`src/rtl/control_sequencer.sv`:
```
// Purpose: hardwired control sequencer issuing datapath strobes for fetch/decode/execute (T0..T6) with HALT.
// Latency: outputs are a Moore decode of the present state (and IR from T3 on); one state per clock.
// Backpressure: none; Stop is honoured only at instruction boundaries, HALT is left only through reset.
module control_sequencer (
    input  logic        Clock,
    input  logic        Clear_n,
    input  logic [31:0] IR,
    input  logic        Stop,
    output logic        PCout,
    output logic        MDRout,
    output logic        Zhighout,
    output logic        Zlowout,
    output logic        HIout,
    output logic        LOout,
    output logic        MARin,
    output logic        PCin,
    output logic        MDRin,
    output logic        IRin,
    output logic        Yin,
    output logic        Zin,
    output logic        HIin,
    output logic        LOin,
    output logic        IncPC,
    output logic        Read,
    output logic        Gra,
    output logic        Grb,
    output logic        Grc,
    output logic        Rin,
    output logic        Rout,
    output logic [4:0]  alu_op,
    output logic        Run
);

    typedef enum logic [3:0] {
        RESET_ST = 4'd0,
        T0       = 4'd1,
        T1       = 4'd2,
        T2       = 4'd3,
        T3       = 4'd4,
        T4       = 4'd5,
        T5       = 4'd6,
        T6       = 4'd7,
        HALT     = 4'd8
    } state_t;

    state_t r_state;
    state_t w_next;

    logic [4:0] w_opcode;
    logic       w_rtype;
    logic       w_muldiv;
    logic       w_halt_op;
    logic       w_unused_ir;

    // Register fields are consumed by the datapath through Gra/Grb/Grc; only the opcode matters here.
    assign w_opcode    = IR[31:27];
    assign w_unused_ir = ^IR[26:0];
    assign w_rtype     = (w_opcode >= 5'd3) && (w_opcode <= 5'd11);
    assign w_muldiv    = (w_opcode == 5'd14) || (w_opcode == 5'd15);
    assign w_halt_op   = (w_opcode == 5'd27);

    // State register; reset forces RESET_ST immediately so every decoded output drops at once.
    always_ff @(posedge Clock or negedge Clear_n) begin
        if (!Clear_n) begin
            r_state <= RESET_ST;
        end else begin
            r_state <= w_next;
        end
    end

    // Next-state and Moore output decode; every strobe defaults low and only the listed ones rise.
    always_comb begin
        PCout    = 1'b0;
        MDRout   = 1'b0;
        Zhighout = 1'b0;
        Zlowout  = 1'b0;
        HIout    = 1'b0;
        LOout    = 1'b0;
        MARin    = 1'b0;
        PCin     = 1'b0;
        MDRin    = 1'b0;
        IRin     = 1'b0;
        Yin      = 1'b0;
        Zin      = 1'b0;
        HIin     = 1'b0;
        LOin     = 1'b0;
        IncPC    = 1'b0;
        Read     = 1'b0;
        Gra      = 1'b0;
        Grb      = 1'b0;
        Grc      = 1'b0;
        Rin      = 1'b0;
        Rout     = 1'b0;
        alu_op   = 5'b00000;
        Run      = 1'b0;
        w_next   = r_state;
        case (r_state)
            RESET_ST: begin
                // Stop is deliberately ignored on the way out of reset.
                w_next = T0;
            end
            T0: begin
                Run    = 1'b1;
                PCout  = 1'b1;
                MARin  = 1'b1;
                IncPC  = 1'b1;
                Zin    = 1'b1;
                w_next = T1;
            end
            T1: begin
                Run     = 1'b1;
                Zlowout = 1'b1;
                PCin    = 1'b1;
                Read    = 1'b1;
                MDRin   = 1'b1;
                w_next  = T2;
            end
            T2: begin
                Run    = 1'b1;
                MDRout = 1'b1;
                IRin   = 1'b1;
                w_next = T3;
            end
            T3: begin
                Run = 1'b1;
                if (w_rtype || w_muldiv) begin
                    Grb    = 1'b1;
                    Rout   = 1'b1;
                    Yin    = 1'b1;
                    w_next = T4;
                end else if (w_halt_op) begin
                    w_next = HALT;
                end else begin
                    // nop and every unassigned opcode end the instruction here.
                    w_next = Stop ? HALT : T0;
                end
            end
            T4: begin
                Run    = 1'b1;
                Grc    = 1'b1;
                Rout   = 1'b1;
                Zin    = 1'b1;
                alu_op = w_opcode;
                w_next = T5;
            end
            T5: begin
                Run     = 1'b1;
                Zlowout = 1'b1;
                if (w_muldiv) begin
                    LOin   = 1'b1;
                    w_next = T6;
                end else begin
                    Gra    = 1'b1;
                    Rin    = 1'b1;
                    w_next = Stop ? HALT : T0;
                end
            end
            T6: begin
                Run      = 1'b1;
                Zhighout = 1'b1;
                HIin     = 1'b1;
                w_next   = Stop ? HALT : T0;
            end
            HALT: begin
                w_next = HALT;
            end
            default: begin
                w_next = RESET_ST;
            end
        endcase
    end

endmodule

```
`config.mk`:
```
export PLATFORM = sky130hd
export DESIGN_NAME = control_sequencer
export DESIGN_NICKNAME = d
export VERILOG_FILES = /design/src/rtl/control_sequencer.sv
export SDC_FILE = /design/constraint.sdc
export NUM_CORES = 1
export LEC_CHECK = 0
export ABC_CLOCK_PERIOD_IN_PS = 1500
export CORE_UTILIZATION = 24
export CTS_CLUSTER_DIAMETER = 50
export DETAILED_ROUTE_END_ITERATION = 8
export GPL_TIMING_DRIVEN = 0
export PLACE_DENSITY = 0.75
export SLEW_MARGIN = 0
export SYNTH_ARGS = -nofsm -noshare
export SYNTH_HDL_FRONTEND = slang
export SYNTH_SLANG_ARGS = --single-unit
```
`constraint.sdc`:
```
create_clock -name Clock -period 1.5 [get_ports Clock]
set_input_delay 0.225 -clock Clock [delete_from_list [all_inputs] [get_ports Clock]]
set_output_delay 0.225 -clock Clock [all_outputs]
set_load 0.03 [all_outputs]
```
Word level (Yosys, flattened, before mapping)
Cells that the tools add are included.

storage, ports and cells
  bits in registers = 4
  logic and storage cells = 42

cells by class
  magnitude comparators = 2
  equal/unequal tests = 11
  mux-type cells = 21
  reduce and logical (&&, ||, !) cells = 7

operator list
  kind                                                               number
  case mux 4 bit (9 select lines)                                    1
  == test 4 x 3 -> 1 bit, second input constant                      4
  2-to-1 mux 4 bit                                                   4
  2-to-1 mux 1 bit                                                   14
  == test 5 x 4 -> 1 bit, second input constant                      2
  == test 4 x 2 -> 1 bit, second input constant                      2
  OR reduction 7 bit                                                 1
  == test 5 bit, second input constant                               1
  greater-or-equal comparator 5 x 2 -> 1 bit, second input constant  1
  less-or-equal comparator 5 x 4 -> 1 bit, second input constant     1
  2-to-1 mux 5 bit                                                   1
  == test 4 x 1 -> 1 bit, second input constant                      1
  == test 4 bit, second input constant                               1
  zero test 4 bit                                                    1
  OR reduction 2 bit                                                 2
  logical OR 1 bit                                                   2
  case mux 1 bit (2 select lines)                                    1
  logical AND 1 bit                                                  1

Logic depth before layout (Yosys ltp)
  depth after elaboration = 5
  mapped depth = 5

Least setup slack after synthesis
OpenSTA, ideal clock, no wires.

  path kind = flip-flop to output port
  start point = register r_state[3]
  end point = output port Rin
  arrival time = 1758 ps
  required time = 1275 ps
  slack = -483 ps
  cell stages (with the launch flop) = 5
  path buffers = 2
  cell sequence = dfrtp_1 > buf_4 > nand2b_4 > nor3b_1 > buf_4

on the way
  word-level cells in the longest chain between the ends = 2

RTL lines
  element                 RTL line  RTL
  from (decl)             46        state_t r_state;
  from (signal assigned)  67        r_state <= w_next;
  == test 4 x 3 -> 1 bit  --
  2-to-1 mux 1 bit        --
  to (decl)               28        output logic Rin,

No other way between the ends.

Worst setup path in the final report
  start point = register r_state[1]
  end point = output port Zin

on the way
  word-level cells in the longest chain between the ends = 3

RTL lines
  element                                                                  RTL line  RTL
  == test 4 x 3 -> 1 bit / == test 4 x 1 -> 1 bit (equally long branches)  97        case (r_state)
  OR reduction 2 bit (no line) (*)                                         --
  2-to-1 mux 1 bit (*)                                                     97
  to (decl)                                                                20        output logic Zin,

Every way passes the cells marked *; elsewhere a longest branch is shown, timed or not.

==> results.yml <==
status:
  status: "complete, but fails checks"
  violations: "setup timing"
setup_path:
  cp.depth: 5
  cpMaxStageDelayCell: "dfrtp_2"
  setup.worst_path.end_class: "output pin"
  arrival_ns: 1.49
  cp-start-kind: "flip-flop"
  crit_path_end: "Zin"
  cp.required_ns: 1.27
  max_stage_delay_ns: 0.44
  path_common_cell: "buf_4"
  rrSetupSlack_ns: -0.14
  critical_path_class: "flip-flop to output pin"
  critPathLaunch: "r_state[1]"
  rr_worst_depth: 8
  crit_chain: "or2b_4 -> buf_4 -> buf_4 -> nor2_4 -> buf_6"
  reg2reg_from: "r_state[1]"
  worstPathMaxFanout: 5
  path_buf_inv: 3
  reg2reg_to: "r_state[0]"
  path_delay_family: "flip-flops"
logic_synthesis:
  synth_area_leaders: "dfrtp_1 22%, buf_4 18%, nor3_1 9.9%"
  yosysTopAreaCell: "dfrtp_1"
  syn_inst: 61
  synth_cell_type_count: 25
  synth_top_area_share: 0.2210
  syn_avg_cell_area_sq_um: 7.425
  netlist_area_sq_um: 452.9
  yosysWarnings: 0
  seq_area_frac_synth: 0.2210
  ys_ff_latch: 4
floorplan:
  dieArea_sq_um: 2065
  die_w_microns: 45.44
  num_io_pins: 62
  num_rows: 15
  core_area_sq_um: 1745
  initial_core_util: 0.2595
  fp.dieH_microns: 45.44
clock_network:
  hold_buffers: 0
  h-tree-depth: 1
  clock_latency_ns: 0.24
  cts_tree: "yes"
  clock-root-buffer: "clkbuf_4"
  clkSlewWorstSetupHoldPaths_ns: 0.04
  clock_sinks: 4
  clockBufferDepth: 2
  cts_made_buffers: 3
sta:
  fin_skew_ns: 0.007157
  finalSetupViolCount: 24
  setup_tns_ns: -3.406
  post-route-min-period_ns: 1.716
  slew_viol_final: 0
  max_freq_ghz: 0.5826
  rsz0062_at_grt: "yes"
  layout_worst_path_cycle_share: 1.144
  worst_slack_ns: -0.2164
  hold_ws_ns: 0.1873
  hold_viol_final: 0
power:
  leakagePower_nw: 0.6003
  p_seq_frac: 0.087
  p_per_area_nw_per_um2: 2086
  ir_worst_vdd_v: 0.001081
  pwr-share-clk: 0.053
  switchingPower_mw: 1.216
  internal-power_mw: 1.368
  p_comb_frac: 0.860
  swShare: 0.4707
routing:
  vias: 671
  post-route-drc-count: 0
  first_pass_iters: 4
  wire_per_inst_microns: 13.92
  avgViaCountPerCell: 4.503
  ant_nets: 0
  drt_iter0_markers: 11
  drt-total-wl_microns: 2074
global_routing:
  grt-ovfl-total: 0
  grt_max_degree: 9
  grt_pass1_wl_microns: 2553
  grt_usage: 0.1741
  antenna_found_initial: 0
  grt_pass1_vias: 595
layout:
  final_area_sq_um: 1239
  nets: 161
  largestRegisters: "r_state x4"
  syn2layout_area_growth_pct: 173.5
  regMostFlops: "r_state"
  drive_gt1_frac: 0.7500
  n_fill_cell: 121
  largest_reg_flops: 4
  diodes: 0
  regArea_sq_um: 103.9
  multi_input_area_sq_um: 404.1
  final_cells: 149
placed_design:
  placedCellCount: 119
  place.gp.congestion: 0.7561
  portBuffers: 32
  place_ws_ns: -0.8578
  dp_hpwl_microns: 1005
  placed_area_sq_um: 852.1
hold_path:
  hold_path.class: "input port to async pin"
flow_run:
  maxCapViolCount: 0
==> power groups by stage <==
stage	Sequential [mW]	Combinational, mW	Clock (mW)
floorplan	0.193	0.922	0
global placement	0.205	1.37	0
detailed placement	0.210	1.39	0
CTS	0.206	1.79	0.139
global route	0.230	2.31	0.153
finish	0.226	2.22	0.136
==> repair_timing <==
item | in CTS | in global routing
pin swaps | 10 | 14
endpoints found under the hold margin | 0 | 0
gates cloned | 0 | 0
setup buffers | 15 | 15
gates resized for setup | 186 | 29
setup endpoints to repair | 27 | 27
==> layout make-up <==
cell class / count / share of cell area
sequential: 4 / 0.08384
inverter: 3 / 0.009091
buffer: 9 / 0.06364
clock buffer: 3 / 0.01818
timing repair buffer: 62 / 0.4737
tap: 25 / 0.02525
multi-input combinational: 43 / 0.3263
==> stage by stage <==
stage,total power [mW],utilization
floorplan,1.115,-
global placement,1.577,0.4882
detailed placement,1.595,0.4882
CTS,2.131,0.6029
global route,2.695,0.7097
finish,2.584,0.7097
==> placed cells by master (no fill, tap or decap) <==
master	synthesis	routed
a211oi_2	1	1
buf_8	0	1
nor3_1	9	1
nor2_1	9	5
nor2_4	0	4
a311oi_1	1	1
dfrtp_1	4	1
or2b_4	0	1
dlygate4sd2_1	0	4
buf_6	0	30
or3_1	1	1
nand2b_4	1	2
and2_4	0	5
clkbuf_4	0	4
nor3b_4	0	1
nor3_4	0	6
nand4_1	1	1
xnor2_1	1	1
a21o_4	0	1
o21bai_1	1	1
a21o_1	1	1
nor3_2	0	2
inv_1	3	3
a221o_1	1	1
o22ai_1	1	1
conb_1	1	2
dfrtp_2	0	3
buf_4	11	32
nand4b_1	1	1
clkdlybuf4s50_1	0	3
nand2_1	3	3
==> cells in the mapped netlist <==
library cell / instances
or2b_1: 1
a311oi_1: 1
o21bai_1: 1
nand2b_4: 1
or3_1: 1
nand2b_1: 1
a21o_2: 1
a21o_1: 1
a211oi_2: 1
nor3_1: 9
nor3b_1: 1
nand4b_1: 1
dfrtp_1: 4
buf_4: 11
nand4_1: 1
xnor2_1: 1
and2_2: 2
nor2_1: 9
o22ai_1: 1
nand2_1: 3
a221o_1: 1
conb_1: 1
inv_1: 3
and2_1: 3
clkbuf_2: 1
==> worst min path at each step <==
stage	to	startpoint	depth (start not counted)	slack, ns
floorplan	r_state[0]	Clear_n	0	-0.07
global placement	r_state[1]	Clear_n	1	0.44
detailed placement	r_state[1]	Clear_n	1	0.44
CTS	r_state[2]	Clear_n	1	0.19
global route	r_state[2]	Clear_n	1	0.20
finish	r_state[2]	Clear_n	1	0.19
==> per-layer routing <==
| metal | vias up | GRT usage | part of all wire | wire length (microns) |
|---|---|---|---|---|
| met5 | - | 0 | 0 | 0 |
| met4 | 0 | 0.09091 | 0.016 | 34 |
| met3 | 4 | 0.04365 | 0.048 | 99 |
| met2 | 30 | 0.2943 | 0.57 | 1186 |
| met1 | 315 | 0.2000 | 0.36 | 755 |
| li1 | 322 | - | - | - |
==> cell families (layout without fill, tap and decap cells) <==
family          after synthesis  count (layout)  share of synthesized area
simple gates                 33              33                     0.3978
flops                         4               4                     0.2210
buf+inv                      15              77                     0.2182
xor+xnor                      1               1                    0.01934
other cells                   1               2                   0.008279
compound gates                7               7                     0.1354
No activity file was read; power rests on OpenSTA's default activity.
